--- config.mk ---
export PLATFORM = sky130hd
export DESIGN_NAME = aes_block_assembler
export DESIGN_NICKNAME = d
export VERILOG_FILES = /design/src/rtl/aes_pkg.sv /design/src/rtl/aes_blk_fifo2.sv /design/src/rtl/aes_block_assembler.sv
export SDC_FILE = /design/constraint.sdc
export NUM_CORES = 1
export LEC_CHECK = 0
export ABC_AREA = 1
export BUFFER_PORTS_ARGS = -buffer_cell sky130_fd_sc_hd__buf_2
export CAP_MARGIN = 20
export CORE_MARGIN = 2
export CORE_UTILIZATION = 50
export CTS_BUF_LIST = sky130_fd_sc_hd__clkbuf_16
export DETAILED_ROUTE_END_ITERATION = 6
export GPL_ROUTABILITY_DRIVEN = 0
export GPL_TIMING_DRIVEN = 0
export HOLD_SLACK_MARGIN = 0.06
export PLACE_DENSITY = 0.73
export SLEW_MARGIN = 20
export SYNTH_ARGS = -nofsm -noshare
export SYNTH_HDL_FRONTEND = slang
export SYNTH_SLANG_ARGS = --single-unit
--- constraint.sdc ---
create_clock -name clk -period 12.95 [get_ports clk]
set_clock_uncertainty 0.2 [all_clocks]
set_input_delay 1.295 -clock clk [delete_from_list [all_inputs] [get_ports clk]]
set_output_delay 1.295 -clock clk [all_outputs]
set_load 0.01 [all_outputs]
--- src/rtl/aes_pkg.sv ---
// aes_pkg: shared AES datapath widths, queue depth and the key-length to round-count helper.
package aes_pkg;
    localparam int AES_BLOCK_W    = 128;
    localparam int AES_WORD_W     = 32;
    localparam int AES_FIFO_DEPTH = 2;

    function automatic int aes_nr(input int nk);
        return nk == 8 ? 14 : nk == 6 ? 12 : 10;
    endfunction
endpackage

--- src/rtl/aes_blk_fifo2.sv ---
// aes_blk_fifo2: two-entry block+pad queue kept as a shift register so the head is always entry 0.
module aes_blk_fifo2
    import aes_pkg::*;
(
    input  logic                 clk,
    input  logic                 reset,
    input  logic                 push_i,
    input  logic                 pop_i,
    input  logic [AES_BLOCK_W:0] din_i,
    output logic [AES_BLOCK_W:0] dout_o,
    output logic [1:0]           count_o,
    output logic                 full_o,
    output logic                 empty_o
);
    logic [AES_BLOCK_W:0] e0_q, e0_d, e1_q, e1_d;
    logic [1:0]           count_q, count_d;
    logic                 wr0, wr1;

    always_comb begin
        wr0     = push_i && (count_q == 2'd0 || (count_q == 2'd1 && pop_i));
        wr1     = push_i && ((count_q == 2'd1 && !pop_i) || (count_q == 2'd2 && pop_i));
        e0_d    = wr0 ? din_i : pop_i ? e1_q : e0_q;
        e1_d    = wr1 ? din_i : e1_q;
        count_d = count_q + {1'b0, push_i} - {1'b0, pop_i};
    end

    always_ff @(posedge clk or posedge reset) begin
        if (reset) begin
            e0_q    <= '0;
            e1_q    <= '0;
            count_q <= '0;
        end else begin
            e0_q    <= e0_d;
            e1_q    <= e1_d;
            count_q <= count_d;
        end
    end

    assign dout_o  = e0_q;
    assign count_o = count_q;
    assign full_o  = count_q == 2'(AES_FIFO_DEPTH);
    assign empty_o = count_q == 2'd0;
endmodule

--- src/rtl/aes_block_assembler.sv ---
// aes_block_assembler: packs 32-bit plaintext words into 128-bit blocks queued for the AES core.
// Define AES_ASM_KEY_EN to load the key through the key_data stream instead of the static key_in.
module aes_block_assembler
    import aes_pkg::*;
#(
    parameter int NK = 4,
    parameter int NR = 10
) (
    input  logic                    clk,
    input  logic                    reset,
    input  logic [AES_WORD_W-1:0]   in_data,
    input  logic                    in_valid,
    input  logic                    in_last,
    output logic                    in_ready,
`ifdef AES_ASM_KEY_EN
    input  logic [AES_WORD_W-1:0]   key_data,
    input  logic                    key_valid,
    output logic                    key_ready,
`else
    input  logic [NK*32-1:0]        key_in,
`endif
    output logic [NK*32-1:0]        key_out,
    output logic [AES_BLOCK_W-1:0]  blk_out,
    output logic                    blk_pad,
    output logic                    blk_valid,
    input  logic                    blk_ready
);
    if (NR != aes_nr(NK)) begin : g_bad_nr
        $error("NR does not match NK");
    end

    logic [1:0]              wcnt_q, wcnt_d;
    logic [AES_BLOCK_W-33:0] asm_q;
    logic [AES_BLOCK_W-1:0]  blk_w;
    logic                    acc, done, pad, full, empty, key_loaded;
    logic [1:0]              unused_count;

    // Lanes below wcnt come from the assembly register, the current word lands in lane wcnt, the rest are zero.
    always_comb begin
        acc    = in_valid && in_ready;
        done   = acc && (wcnt_q == 2'd3 || in_last);
        pad    = in_last && wcnt_q != 2'd3;
        wcnt_d = done ? 2'd0 : wcnt_q + 2'd1;
        blk_w  = ({asm_q, {AES_WORD_W{1'b0}}} & ~({AES_BLOCK_W{1'b1}} >> (AES_WORD_W * wcnt_q)))
               | ({in_data, {(AES_BLOCK_W - AES_WORD_W){1'b0}}} >> (AES_WORD_W * wcnt_q));
    end

    always_ff @(posedge clk or posedge reset) begin
        if (reset) begin
            wcnt_q <= '0;
            asm_q  <= '0;
        end else if (acc) begin
            wcnt_q <= wcnt_d;
            asm_q  <= blk_w[AES_BLOCK_W-1:AES_WORD_W];
        end
    end

    assign in_ready  = !(full && (wcnt_q == 2'd3 || (in_last && in_valid)));
    assign blk_valid = !empty && key_loaded;

    aes_blk_fifo2 u_fifo (
        .clk     (clk),
        .reset   (reset),
        .push_i  (done),
        .pop_i   (blk_valid && blk_ready),
        .din_i   ({pad, blk_w}),
        .dout_o  ({blk_pad, blk_out}),
        .count_o (unused_count),
        .full_o  (full),
        .empty_o (empty)
    );

`ifdef AES_ASM_KEY_EN
    logic [NK*32-1:0] key_q;
    logic [2:0]       kcnt_q;
    logic             loaded_q;

    // Key changes only while nothing is queued or partially assembled.
    assign key_ready = empty && wcnt_q == 2'd0;

    always_ff @(posedge clk or posedge reset) begin
        if (reset) begin
            key_q    <= '0;
            kcnt_q   <= '0;
            loaded_q <= 1'b0;
        end else if (key_valid && key_ready) begin
            key_q    <= {key_q[NK*32-33:0], key_data};
            kcnt_q   <= kcnt_q == 3'(NK - 1) ? 3'd0 : kcnt_q + 3'd1;
            loaded_q <= kcnt_q == 3'(NK - 1);
        end
    end

    assign key_out    = key_q;
    assign key_loaded = loaded_q;
`else
    assign key_out    = key_in;
    assign key_loaded = 1'b1;
`endif
endmodule

==> Yosys cells after proc, flatten, opt, wreduce, memory -nomap -nowiden <==
Cells that the tools add are included.
{ "word_totals": {"ff_bits": 358, "output_inout_bits": 259, "elab_cells": 40} }
{ "op_classes": {"add_sub_neg": 3, "eq_ne": 4, "shift": 2, "muxes": 3, "bitwise_logic": 3, "n_reduce_logical": 20} }
{ "ops": {"columns": ["op", "count"], "rows": [
  ["two-way mux 129 bit", 2],
  ["bitwise AND 128 bit", 1],
  ["inverter 128 bit", 1],
  ["OR 128 bit", 1],
  ["right shift 128 x 7 -> 128 bit", 1],
  ["right shift 128 x 7 -> 128 bit (first input constant)", 1],
  ["logical AND 1 bit", 11],
  ["equality test 2 bit (second input constant)", 2],
  ["logical OR 1 bit", 4],
  ["logical NOT 1 bit", 3],
  ["adder 2 x 1 -> 2 bit", 1],
  ["adder 2 x 1 -> 2 bit (second input constant)", 1],
  ["equality test 2 x 1 -> 1 bit (second input constant)", 1],
  ["logical NOT 2 bit", 1],
  ["two-way mux 2 bit", 1],
  ["inequality test 2 bit (second input constant)", 1],
  ["nonzero test 2 bit", 1],
  ["subtractor 2 x 1 -> 2 bit", 1]
]} }

==> Logic depth before layout (Yosys ltp) <==
{ "logic_depth": {"depth_word": 8, "ltp_mapped": 11, "mapped_depth_nobuf": 9} }

==> Hierarchy <==
A second synthesis with hierarchy kept.
{ "hier_totals": {"hier_cells": 2526, "area_unflattened_um2": 18731.7} }
{ "modules_own_cells": {"columns": ["mod", "instances", "cells_per_inst", "area_per_inst_um2", "seq_area_each_um2"], "rows": [
  ["aes_blk_fifo2", 1, 1566, 12171.7, 6506.2],
  ["aes_block_assembler", 1, 960, 6560.0, 2452.4]
]} }

==> Worst setup path before layout <==
Ideal clock, no wire load.
{ "synth_path": {"path_type": "input to output", "start": "input in_last", "end": "output in_ready", "t_arrival_ps": 1662, "slack_ps": 9793, "path_stages": 3, "path_cell_list": "nor2_1 nor2_1 inv_1"} }
{ "synth_via": {"elab_chain_cells": 4} }
{ "synth_lines": {"columns": ["element", "line_no", "source"], "rows": [
  ["start, declared", "aes_block_assembler.sv:13", "input logic in_last,"],
  ["logical AND 1 bit", "aes_block_assembler.sv:58", "assign in_ready = !(full && (wcnt_q == 2'd3 || (in_last && in_valid)));"],
  ["logical OR 1 bit", "aes_block_assembler.sv:58", null],
  ["logical AND 1 bit", "aes_block_assembler.sv:58", null],
  ["logical NOT 1 bit", "aes_block_assembler.sv:58", null],
  ["end, declared", "aes_block_assembler.sv:14", "output logic in_ready,"]
]} }
No other way between the ends.

==> Final worst setup path <==
Same ends and word-level chain as after synthesis.

==> run summary <==
The flow ran to the end, and the final reports show no timing, DRC or antenna violations. At the worst endpoint, the required time is 11.45 ns. The synthesized area divided by synthesized cell count came out at 7.721 um^2. The standard cell with the maximum stage delay on the critical path is nor2_1. The via count of the first global-routing pass came out at 15.82k. The count of nets left with antenna violations once routing finished came out at 0. In this run the post-CTS setup repair buffer count came out at 0. The relative slew slack came out at 25.25%. The static leakage came out at 11.12 nW. The category of the most critical setup path is in2out. The number of detailed-route iterations in the first pass is 5. The die height is 196.6 um.

The number of distinct standard cells referenced by the synthesized netlist is 26. Summed over all layers, the global routing overflow is 0. The final routed wirelength across all metal layers came out at 54,650 um. Counting flops and latches in the post-synthesis netlist gives 358. The Yosys step of the flow raised 0 warnings.

At the placement stage, the worst setup path has a slack of 8.979 ns. The highest fanout seen on the critical path came out at 4. Of the post-synthesis cell area, the dominant cell type holds 48.33%. The number of gates resized after CTS was 0.

Leaving out fill and tap cells, the most frequent cells in the layout are 743 x nand2_1, 394 x buf_2, 358 x dfrtp_1, 250 x o21ai_0, 244 x inv_1. Of the synthesized area, sequential elements account for 48.33%. STA classifies the critical path startpoint as an input port. Synthesis handed over a netlist of 2,401 instances. The kind of cell adding the most delay to the critical path is simple AND/OR/NAND/NOR gates. The final critical delay including setup and external delays is 3.802 ns. In this run the worst hold path is classified as reg2reg. The number of buffers and inverters on the critical path is 3.

After clock tree synthesis, the clock-pin slew on the worst setup and hold paths is 0.06 ns. The synthesized netlist occupies a cell area of 18,540 um^2. The summed negative setup slack over all endpoints is 0 ns. Synthesis produced a netlist with a net count of 2,571. The power density over the cells came out at 204.3 nW/um^2. Leaving out fill and tap cells, the most frequent cell in the layout is nand2_1. The die covers 38,630 um^2. The number of buffer cells added on primary ports came out at 295. The area of the placeable core came out at 36,520 um^2. The placed wire-length estimate after detailed placement is 40,450 um. For the worst setup path, the data arrival time is 2.31 ns. For this run, the top clock speed supported by timing is 263.0 MHz. The wire length of the first global-routing pass came out at 85,010 um. The initialized floorplan defines 70 standard-cell rows.

The worst-case vdd ir drop came out at 115.4 uV. At the pin with the least slew margin, the transition time is 1.121 ns. The clock tree synthesis step divided the H-tree into 2 levels.

The total count of max-transition violations in the final report came to 0. The proportion of layout cells with a drive suffix above 1 is 21.84%. TritonCTS built the clock tree. 424 I/O pins were placed. The number of DRC violations after detailed-routing iteration 0 came out at 1,544.

The count of final hold-check violations is 0. After the last flow step, the layout net total stands at 2,910. The tree is rooted in a clkbuf_16. The number of buffers inserted by hold repair at cts is 0. Setup repair after global routing left no endpoint under its margin. Walking the worst path, the cells encountered are buf_2 > nor2_1 > nor2_1 > inv_1 > buf_2. Of all cell types, the one taking the most synthesized area is dfrtp_1. The worst hold slack after final layout is 0.2796 ns. The final route contains 17.02k vias.

The average routed wire per standard cell came out at 16.88 um. The worst setup path is captured at a primary output. The count of max-cap constraint violations came out at 0.

Yosys attributes the largest share of cell area to dfrtp_1 48%, nand2_1 15%, o21ai_0 6.7%. The final setup violation count is 0. The worst path uses 29.36% of the clock period. The TritonCTS buffer count came out at 39. The clock latency reported for the late side of the worst-skew pair is 0.55 ns.

The minimum setup slack in the final design is 9.148 ns. The layout overhead on the synthesized area came out at 18.04%. The DRC violation count after routing came out at 0. The initial core utilization came out at 50.76%. The initial antenna violation count came out at 5. The mean number of vias per cell is 5.257. The total global-route track usage came out at 27.76%. Measured along the x axis, the die boundary spans 196.6 um. The CTS sink count is 358. For this run, the slowest stage of the critical path takes 0.40 ns. The longest clock path from root to sink contains 3 buffers. The maximum number of pins on one net before global-route repair came out at 105.
registers in the layout, indices dropped and copies added (netlist names):
| name | flops |
|---|---|
| asm_q | 96 |
| u_fifo.count_o | 2 |
| u_fifo.dout_o | 129 |
| u_fifo.e1_q | 129 |
| wcnt_q | 2 |
cells by family (layout without fill, tap and decap cells):
| logic type | Yosys count | in the layout | share of synthesized area (%) |
|---|---|---|---|
| simple gates | 1046 | 1046 | 22.35 |
| flops | 358 | 358 | 48.33 |
| xor+xnor | 2 | 2 | 0.09451 |
| compound gates | 456 | 456 | 14.38 |
| fa+ha+maj | 5 | 5 | 0.3375 |
| buf+inv | 534 | 899 | 14.51 |
| other cells | 0 | 4 | 0 |
metal layers:
| layer | vias up | part of all wire (%) | GRT usage [%] |
|---|---|---|---|
| met3 | 116 | 8.5 | 4.500 |
| met5 | - | 0 | 0 |
| met1 | 8019 | 43 | 39.22 |
| li1 | 8097 | - | - |
| met2 | 791 | 45 | 43.30 |
| met4 | 0 | 3.5 | 10.41 |
synth_stat cells, drive strengths merged:
master,count
a21oi,1
buf,245
clkbuf,49
clkinv,2
dfrtp,358
ha,5
inv,238
nand2,746
nand3,164
nand4,1
nor2,135
o211ai,1
o21ai,293
o21bai,129
o22ai,32
xnor2,1
xor2,1
worst register-to-register path, cell delays in order, from the launching register on:
cell     delay (ns)
dfrtp_1        0.45
o21ai_2        0.55
buf_2          0.42
buf_2          0.43
buf_2          0.29
inv_1          0.07
ha_1           0.27
inv_1          0.04
ha_1           0.19
xnor2_1        0.17
xor2_1         0.15
layout make-up:
class / count / area, um^2
clock inverters: 28 / 206.4
fillers: 3248 / 14640
repair buffers: 298 / 1559
well taps: 468 / 585.6
clock buffers: 39 / 975.9
multi-input cells: 1509 / 6889
flip-flops and latches: 358 / 8959
diodes: 4 / 10.01
inverters: 240 / 908.4
plain buffers: 294 / 1789
where the power goes:
group	internal, mW	switching, mW	total, mW	leakage [nW]
logic	0.581	1.10	1.68	5.78
clock network	0.606	0.455	1.06	0.623
registers	1.52	0.204	1.73	4.72
total	2.71	1.76	4.47	11.1
stage by stage:
stage / cells / power (mW) / instance area, um^2 / utilization, %
finish: 3238 / 4.471 / 21880 / 59.91
global route: 3237 / 4.781 / 21880 / 59.91
CTS: 3234 / 4.475 / 21870 / 59.89
detailed placement: 3167 / 3.405 / 20690 / 56.65
global placement: 3164 / 3.347 / 20600 / 56.40
floorplan: 2401 / 2.817 / 18540 / -
final timing paths:
path	from	endpoint	slack, ns	depth (start not counted)
max in group asynchronous	reset	asm_q[67]	10.19	5
min in group asynchronous	reset	u_fifo.dout_o[14]	0.66	2
max reg2reg	u_fifo.count_o[0]	u_fifo.count_o[1]	9.66	10
max	in_last	in_ready	9.15	5
min reg2reg	asm_q[46]	asm_q[46]	0.28	2
min	asm_q[46]	asm_q[46]	0.28	2
(Power assumes the default switching activity.)
